File: config.mk
export PLATFORM = sky130hd
export DESIGN_NAME = mul_iter_unit
export DESIGN_NICKNAME = d
export VERILOG_FILES = /design/src/rtl/mul_pkg.sv /design/src/rtl/mul_sign_prep.sv /design/src/rtl/mul_iter_unit.sv
export SDC_FILE = /design/constraint.sdc
export NUM_CORES = 1
export LEC_CHECK = 0
export CORE_ASPECT_RATIO = 1.5
export CORE_MARGIN = 8
export CORE_UTILIZATION = 60
export DETAILED_ROUTE_END_ITERATION = 10
export DONT_BUFFER_PORTS = 1
export PLACE_DENSITY = 0.73
export SLEW_MARGIN = 20
export SYNTH_ARGS = -nofsm -noshare
export SYNTH_HDL_FRONTEND = slang
export SYNTH_HIERARCHICAL = 1
export SYNTH_SLANG_ARGS = --single-unit
File: constraint.sdc
create_clock -name clk -period 11.55 [get_ports clk]
set_clock_uncertainty 0.05 [all_clocks]
set_input_delay 3.465 -clock clk [delete_from_list [all_inputs] [get_ports clk]]
set_output_delay 3.465 -clock clk [all_outputs]
set_load 0.005 [all_outputs]
File: src/rtl/mul_pkg.sv
// rtl/mul_pkg.sv - shared encodings and helpers for the iterative multiplier
//
// Purpose: op encodings, FSM state encoding, operand signedness helpers and
// the decoder's M-extension funct3 to multiplier-op mapping.
// Ports: none (package).

package mul_pkg;

  localparam logic [1:0] MUL_OP_MUL    = 2'b00;
  localparam logic [1:0] MUL_OP_MULH   = 2'b01;
  localparam logic [1:0] MUL_OP_MULHSU = 2'b10;
  localparam logic [1:0] MUL_OP_MULHU  = 2'b11;

  typedef enum logic [1:0] {
    ST_IDLE = 2'b00,
    ST_MUL  = 2'b01,
    ST_FIX  = 2'b10,
    ST_DONE = 2'b11
  } mul_state_e;

  function automatic logic op_a_signed(input logic [1:0] op);
    return (op != MUL_OP_MULHU);
  endfunction

  function automatic logic op_b_signed(input logic [1:0] op);
    return (op == MUL_OP_MUL) || (op == MUL_OP_MULH);
  endfunction

  // RV32M multiply funct3 values 000..011 line up with the op encoding above;
  // the decoder only calls this for the multiply group.
  function automatic logic [1:0] mul_op_from_alu_op(input logic [2:0] funct3);
    return funct3[1:0];
  endfunction

endpackage

File: src/rtl/mul_sign_prep.sv
// rtl/mul_sign_prep.sv - operand magnitude and result sign for mul/div
//
// Purpose: combinational conversion of both operands to unsigned magnitudes
// and computation of the final product/quotient sign from the op.
// Ports:
//   op_i        in  2     multiplier op encoding
//   operand_a_i in  XLEN  rs1 value
//   operand_b_i in  XLEN  rs2 value
//   mag_a_o     out XLEN  |a| (a treated as signed only when the op says so)
//   mag_b_o     out XLEN  |b|
//   neg_o       out 1     final result must be negated

module mul_sign_prep
  import mul_pkg::*;
#(
  parameter int XLEN = 32
) (
  input  logic [1:0]      op_i,
  input  logic [XLEN-1:0] operand_a_i,
  input  logic [XLEN-1:0] operand_b_i,
  output logic [XLEN-1:0] mag_a_o,
  output logic [XLEN-1:0] mag_b_o,
  output logic            neg_o
);

  logic a_neg;
  logic b_neg;

  assign a_neg = op_a_signed(op_i) & operand_a_i[XLEN-1];
  assign b_neg = op_b_signed(op_i) & operand_b_i[XLEN-1];

  // Two's complement negation of the most negative value wraps to itself,
  // which read as unsigned is exactly 2^(XLEN-1).
  assign mag_a_o = a_neg ? (~operand_a_i + 1'b1) : operand_a_i;
  assign mag_b_o = b_neg ? (~operand_b_i + 1'b1) : operand_b_i;
  assign neg_o   = a_neg ^ b_neg;

endmodule

File: src/rtl/mul_iter_unit.sv
// rtl/mul_iter_unit.sv - iterative RV32M multiplier (MUL/MULH/MULHSU/MULHU)
//
// Purpose: shift-add multiply on operand magnitudes, BPC bits of B per cycle,
// followed by one sign-fix cycle. Valid/ready on both sides, flushable.
// Ports:
//   clk, rst_n     clock, asynchronous active-low reset
//   flush_i        kill any in-flight operation
//   in_valid_i     operation request
//   in_ready_o     unit can accept an operation
//   op_i           00 MUL, 01 MULH, 10 MULHSU, 11 MULHU
//   operand_a_i    rs1 value
//   operand_b_i    rs2 value
//   tag_i          sideband tag, returned unchanged
//   out_valid_o    result available
//   out_ready_i    consumer takes result
//   result_o       selected half of the product
//   tag_o          tag of the returned result
//   busy_o         state is not IDLE

module mul_iter_unit
  import mul_pkg::*;
#(
  parameter int XLEN  = 32,
  parameter int BPC   = 2,
  parameter int TAG_W = 5
) (
  input  logic             clk,
  input  logic             rst_n,
  input  logic             flush_i,
  input  logic             in_valid_i,
  output logic             in_ready_o,
  input  logic [1:0]       op_i,
  input  logic [XLEN-1:0]  operand_a_i,
  input  logic [XLEN-1:0]  operand_b_i,
  input  logic [TAG_W-1:0] tag_i,
  output logic             out_valid_o,
  input  logic             out_ready_i,
  output logic [XLEN-1:0]  result_o,
  output logic [TAG_W-1:0] tag_o,
  output logic             busy_o
);

  localparam int ITER  = XLEN / BPC;
  localparam int CNT_W = $clog2(ITER + 1);
  localparam int PW    = 2 * XLEN;

  mul_state_e       state_q, state_d;
  logic [PW-1:0]    acc_q, acc_d;
  logic [PW-1:0]    mag_a_q, mag_a_d;   // |a| pre-shifted to the current digit position
  logic [XLEN-1:0]  b_q, b_d;
  logic [CNT_W-1:0] cnt_q, cnt_d;
  logic             neg_q, neg_d;
  logic [1:0]       op_q, op_d;
  logic [TAG_W-1:0] tag_q, tag_d;
  logic [XLEN-1:0]  result_q, result_d;

  logic [XLEN-1:0]  prep_mag_a;
  logic [XLEN-1:0]  prep_mag_b;
  logic             prep_neg;
  logic             accept;
  logic [PW-1:0]    partial;
  logic [PW-1:0]    product;

  mul_sign_prep #(
    .XLEN (XLEN)
  ) u_sign_prep (
    .op_i        (op_i),
    .operand_a_i (operand_a_i),
    .operand_b_i (operand_b_i),
    .mag_a_o     (prep_mag_a),
    .mag_b_o     (prep_mag_b),
    .neg_o       (prep_neg)
  );

  assign in_ready_o  = (state_q == ST_IDLE) && !flush_i;
  assign accept      = in_valid_i && in_ready_o;
  assign out_valid_o = (state_q == ST_DONE);
  assign busy_o      = (state_q != ST_IDLE);
  assign result_o    = result_q;
  assign tag_o       = tag_q;

  // mag_a * B[BPC-1:0] as a sum of shifted copies; mag_a_q already carries
  // the digit's weight, so no extra positional shift is needed here.
  always_comb begin
    partial = '0;
    for (int i = 0; i < BPC; i++) begin
      if (b_q[i]) begin
        partial = partial + (mag_a_q << i);
      end
    end
  end

  assign product = neg_q ? (~acc_q + 1'b1) : acc_q;

  always_comb begin
    state_d  = state_q;
    acc_d    = acc_q;
    mag_a_d  = mag_a_q;
    b_d      = b_q;
    cnt_d    = cnt_q;
    neg_d    = neg_q;
    op_d     = op_q;
    tag_d    = tag_q;
    result_d = result_q;

    if (flush_i) begin
      state_d = ST_IDLE;
    end else begin
      case (state_q)
        ST_IDLE: begin
          if (accept) begin
            op_d    = op_i;
            tag_d   = tag_i;
            neg_d   = prep_neg;
            acc_d   = '0;
            mag_a_d = {{XLEN{1'b0}}, prep_mag_a};
            b_d     = prep_mag_b;
            cnt_d   = CNT_W'(ITER);
            // Zero operand: product is zero whatever the sign, skip the loop.
            if (operand_a_i == '0 || operand_b_i == '0) begin
              result_d = '0;
              state_d  = ST_DONE;
            end else begin
              state_d  = ST_MUL;
            end
          end
        end
        ST_MUL: begin
          acc_d   = acc_q + partial;
          mag_a_d = mag_a_q << BPC;
          b_d     = b_q >> BPC;
          cnt_d   = cnt_q - 1'b1;
          if (cnt_q == CNT_W'(1)) begin
            state_d = ST_FIX;
          end
        end
        ST_FIX: begin
          result_d = (op_q == MUL_OP_MUL) ? product[XLEN-1:0] : product[PW-1:XLEN];
          state_d  = ST_DONE;
        end
        ST_DONE: begin
          if (out_ready_i) begin
            state_d = ST_IDLE;
          end
        end
        default: state_d = ST_IDLE;
      endcase
    end
  end

  always_ff @(posedge clk or negedge rst_n) begin
    if (!rst_n) begin
      state_q  <= ST_IDLE;
      acc_q    <= '0;
      mag_a_q  <= '0;
      b_q      <= '0;
      cnt_q    <= '0;
      neg_q    <= 1'b0;
      op_q     <= MUL_OP_MUL;
      tag_q    <= '0;
      result_q <= '0;
    end else begin
      state_q  <= state_d;
      acc_q    <= acc_d;
      mag_a_q  <= mag_a_d;
      b_q      <= b_d;
      cnt_q    <= cnt_d;
      neg_q    <= neg_d;
      op_q     <= op_d;
      tag_q    <= tag_d;
      result_q <= result_d;
    end
  end

endmodule
# Word-level counts from Yosys, hierarchy flattened
# Cells that the tools add are included.
totals:
  out_inout_bits: 40
  reg_bits: 207
classes:
  eq_ne: 11
  addsub: 6
  mux: 23
  n_bitwise: 7
  reduce_logical: 17
ops:
  columns: ["cell", "count"]
  rows:
  - ["$mux 64", 5]
  - ["$pmux 64 s2", 2]
  - ["$mux 32", 6]
  - ["$add 64x64->64", 2]
  - ["$pmux 32 s2", 2]
  - ["$add 32x1->32 const B", 2]
  - ["$add 64x1->64 const B", 1]
  - ["$logic_not 32->1", 2]
  - ["$not 32->32", 2]
  - ["$not 64->64", 1]
  - ["$mux 2", 5]
  - ["$pmux 5 s2", 1]
  - ["$reduce_and 3->1", 3]
  - ["$pmux 2 s4", 1]
  - ["$logic_not 2->1", 3]
  - ["$ne 3x3->1 const B", 2]
  - ["$reduce_bool 2->1", 3]
  - ["$eq 5x1->1 const B", 1]
  - ["$mux 5", 1]
  - ["$sub 5x1->5 const B", 1]
  - ["$eq 2x1->1 const B", 2]
  - ["$eq 2x2->1 const B", 2]
  - ["$ne 2x2->1 const B", 2]
  - ["$reduce_and 4->1", 1]
  - ["8 further kinds", 11]

# Depth between registers and ports, before layout
depth:
  word_depth: 6
  ltp_mapped: 39

# By module
# The synthesis kept the hierarchy.
modules_own_cells:
  columns: ["mod", "cells_per_inst", "area_each_um2", "n_inst"]
  rows:
  - ["mul_iter_unit", 2438, 18998.2, 1]
  - ["mul_sign_prep", 216, 1440.1, 1]

# Least setup slack after synthesis
# Ideal clock, no wire load.
synth_path:
  kind: "reg-to-reg"
  from: "register b_q[0]"
  to: "register acc_q[61]"
  path_buffers: 10
  t_arrival_ns: 8.196
  period_less_slack_ns: 8.382
  required_time_ns: 11.364
  setup_slack_ns: 3.168
  path_stages_with_launch: 35
  cell_sequence: "dfrtp_1 -> clkbuf_1 -> clkbuf_1 -> clkbuf_1 -> clkbuf_1 -> clkbuf_1 -> clkbuf_1 -> buf_1 -> clkbuf_1 -> clkbuf_1 -> clkbuf_1 -> nand2_1 -> fa_1 -> nor2b_1 -> a22oi_1 -> o311ai_0 -> a21oi_1 -> o21ai_0 -> a31oi_1 -> or4_1 -> nand2_1 -> a21oi_1 -> xnor2_1 -> mux2_2 -> ha_1 -> a21o_1 -> a21o_1 -> a21oi_1 -> o21ai_0 -> a211o_1 -> a21oi_1 -> o21ai_0 -> a311oi_1 -> xor2_1 -> o21ai_0"
synth_via:
  elab_chain_cells: 5
synth_rtl:
  columns: ["item", "line", "rtl"]
  rows:
  - ["from (decl)", "mul_iter_unit.sv:50", "logic [XLEN-1:0] b_q, b_d;"]
  - ["from (signal assigned)", "mul_iter_unit.sv:156", "b_q <= '0;"]
  - ["from (signal assigned)", "mul_iter_unit.sv:166", "b_q <= b_d;"]
  - ["$mux 64 *", "mul_iter_unit.sv:87", "if (b_q[i]) begin"]
  - ["$add 64x64->64", "mul_iter_unit.sv:88", "partial = partial + (mag_a_q << i);"]
  - ["$mux 64 *", "mul_iter_unit.sv:87", null]
  - ["$add 64x64->64 *", "mul_iter_unit.sv:129", "acc_d = acc_q + partial;"]
  - ["$pmux 64 s2 *", "mul_iter_unit.sv:109", "case (state_q)"]
  - ["to (signal assigned)", "mul_iter_unit.sv:154", "acc_q <= '0;"]
  - ["to (signal assigned)", "mul_iter_unit.sv:164", "acc_q <= acc_d;"]
  - ["to (decl)", "mul_iter_unit.sv:48", "logic [PW-1:0] acc_q, acc_d;"]
# Every way passes the cells marked *; elsewhere a longest branch is shown, timed or not.
# A chain may end at the register's enable or synchronous reset.

# Worst setup path in the final report
layout_path:
  from: "register b_q[0]"
  to: "register acc_q[63]"
# Same word-level chain as after synthesis.

==> results.py <==
metrics = {
    "run_status": {
        "status": "finished clean",
    },
    "timing": {
        "slew_headroom_pct": 21.9,
        "min_period_ns": 7.81,
        "holdWs_ns": 0.428,
        "fmax_mhz": 128,
        "rsz0062_at_grt": "no",
        "setup_viol": 0,
        "worstMarginPinSlew_ns": 1.17,
        "setup_tns_ns": 0,
        "slew_viol_final": 0,
        "period_share_pct": 67.6,
        "hold_violations": 0,
    },
    "setup_path": {
        "path_buf_inv": 2,
        "worstReg2RegEnd": "acc_q[63]",
        "start_kind": "flip-flop",
        "timing.rr.start": "b_q[0]",
        "path_class": "flip-flop to flip-flop",
        "slowest_delay_ns": 1.05,
        "critPathMaxFanout": 57,
        "crit_required_ns": 11.97,
        "reg2reg_depth": 30,
        "cp_top_family": "compound AO/OA/AOI/OAI gates",
        "reg2reg_setup_slack_ns": 3.74,
        "crit_path_end_kind": "flip-flop",
        "cp_common_cell": "a21o_1",
        "cp.arrival_ns": 8.23,
        "critPathSlowestCell": "a2111oi_1",
    },
    "yosys": {
        "synth-seq-area-share_pct": 25.3,
        "synth-edff-count": 0,
        "syn_area_um2": 20400,
        "syn_area_per_cell_um2": 7.70,
        "synth_cells": 2654,
        "ys.flop_type": "dfrtp_1",
        "synth_cell_types": 86,
        "syn-num-nets": 2844,
        "ys_ff_latch": 207,
        "synth_warnings": 6,
        "async_flop_share_pct": 100,
    },
    "floorplanning": {
        "start_util_pct": 60.4,
        "dieWidth_um": 167,
        "core-area_um2": 33900,
        "ios": 116,
        "fp.dieH_um": 242,
        "rows": 83,
        "dieArea_um2": 40300,
    },
    "placement": {
        "dp_hpwl_um": 44900,
        "port_buffers": 0,
        "gp_congestion": 0.975,
    },
    "hold_path": {
        "worstHoldStart": "b_q[17]",
        "hold_path.class": "flip-flop to flip-flop",
        "hold-path-cell-count": 2,
        "hold_end": "b_q[17]",
    },
    "final_layout": {
        "final_cell_mix": "nand2_1, o21ai_0, dfrtp_1, a21oi_1, xor2_1",
        "final_util_pct": 62.7,
        "final_common_cell": "nand2_1",
        "area_growth_pct": 3.92,
        "nets": 2694,
        "diodes": 0,
        "drive_gt1_share_pct": 5.32,
        "filler_cell_count": 2982,
    },
    "run": {
        "cap_viol_max_count": 0,
    },
    "detailed_routing": {
        "postRouteWirelength_um": 60300,
        "num_vias": 19100,
        "first_pass_iters": 6,
        "routed_via_density": 6.50,
        "drt_iter0_drc": 1657,
        "post_drt_wl_per_cell_um": 20.5,
        "postRouteAntennaNets": 0,
        "route.detailed.drc": 0,
    },
    "clock_network": {
        "insertion_delay_ns": 0.56,
        "postCtsResizedCells": 0,
        "cts_setup_buffers": 0,
        "cts.path.max_buffers": 3,
        "clk_pin_slew_ns": 0.07,
        "cts_root_buf": "clkbuf_16",
        "cts_buffers": 24,
        "htree_levels": 1,
        "ctsHoldBuffers": 0,
        "numClockSinks": 207,
        "cts_tree": "yes",
    },
    "power": {
        "finalPower_uw": 4580,
        "powerDensity_nw_per_um2": 215,
        "p_leak_uw": 0.00956,
        "vdd_drop_max_v": 0.000154,
    },
    "global_route": {
        "grt_util_all_layers_pct": 28.9,
        "grt_max_degree": 208,
        "antenna_found_initial": 0,
        "grt_pass1_vias": 18700,
        "grt_first_pass_wirelength_um": 97200,
        "grt.overflow.total": 0,
    },
}
## tightest hold or removal path: cells and delay by family (launching register included)
family	cells	cell delay, ns
flip-flops	1	0.34
AND/OR/NAND/NOR	1	0.05
AO/OA/AOI/OAI	1	0.06
## worst max-delay path by stage
stage,endpoint,depth (start not counted),slack (ns),startpoint
6_report,acc_q[63],30,3.74,b_q[0]
5_1_grt,acc_q[63],30,3.40,b_q[0]
4_1_cts,acc_q[63],30,4.00,b_q[0]
3_5_place_dp,acc_q[63],30,4.00,b_q[0]
3_3_place_gp,acc_q[63],30,3.94,b_q[0]
2_1_floorplan,acc_q[61],34,3.17,b_q[0]
## final cells by class
type	count	area, um2	share of cell area, %
multi-input combinational	2149	14200	66.7
sequential	207	5190	24.4
clock buffer	29	639	3.01
tap	425	532	2.50
inverter	107	402	1.89
clock inverter	13	193	0.907
timing repair buffer	15	113	0.530
## state kept, by name, indices dropped and copies added, names as in the netlist
name and cells:
acc_q 64, mag_a_q 64, b_q 32, result_o 32
cnt_q 5, tag_o 5, op_q 2, state_q 2
neg_q 1
## per-layer routing
layer | global-route usage, % | vias to the layer above | wire, um
met1 | 31.3 | 9167 | 23000
met3 | 3.26 | 153 | 2370
met4 | 17.4 | 0 | 3720
met2 | 53.2 | 503 | 31300
li1 | - | 9317 | -
met5 | 0 | - | 0
## through the flow
stage | area (um2) | worst slack, ns | instances
global route | 21200 | 3.40 | 2945
detailed placement | 20400 | 4.00 | 2903
CTS | 21200 | 4.00 | 2945
floorplan | 20400 | 3.17 | 2654
finish | 21200 | 3.74 | 2945
global placement | 20400 | 3.94 | 2903
## synthesized netlist by cell type (all sizes together) (42+ instances only)
cell    count  area, um2
dfrtp     207       5180
nor2      135        507
inv       106        398
nand3     120        601
a21o       61        458
xor2      140       1230
o21ai     252       1260
xnor2     124       1090
nand2     325       1220
a21oi     190        951
and2       42        263
ha        112       1400
clkbuf    174        653
## where the power goes
group / total [uW] / switching, uW / internal [uW]
Combinational: 2390 / 1430 / 964
Sequential: 1370 / 435 / 936
Clock: 813 / 328 / 485
Total: 4580 / 2190 / 2380
## cell families after synthesis
family,synth area share (%)
simple gates,22.0
compound gates,25.0
buf+inv,5.53
xor+xnor,11.3
flops,25.3
fa+ha+maj,7.15
mux,3.63
Power figures use the tool's default switching activity.
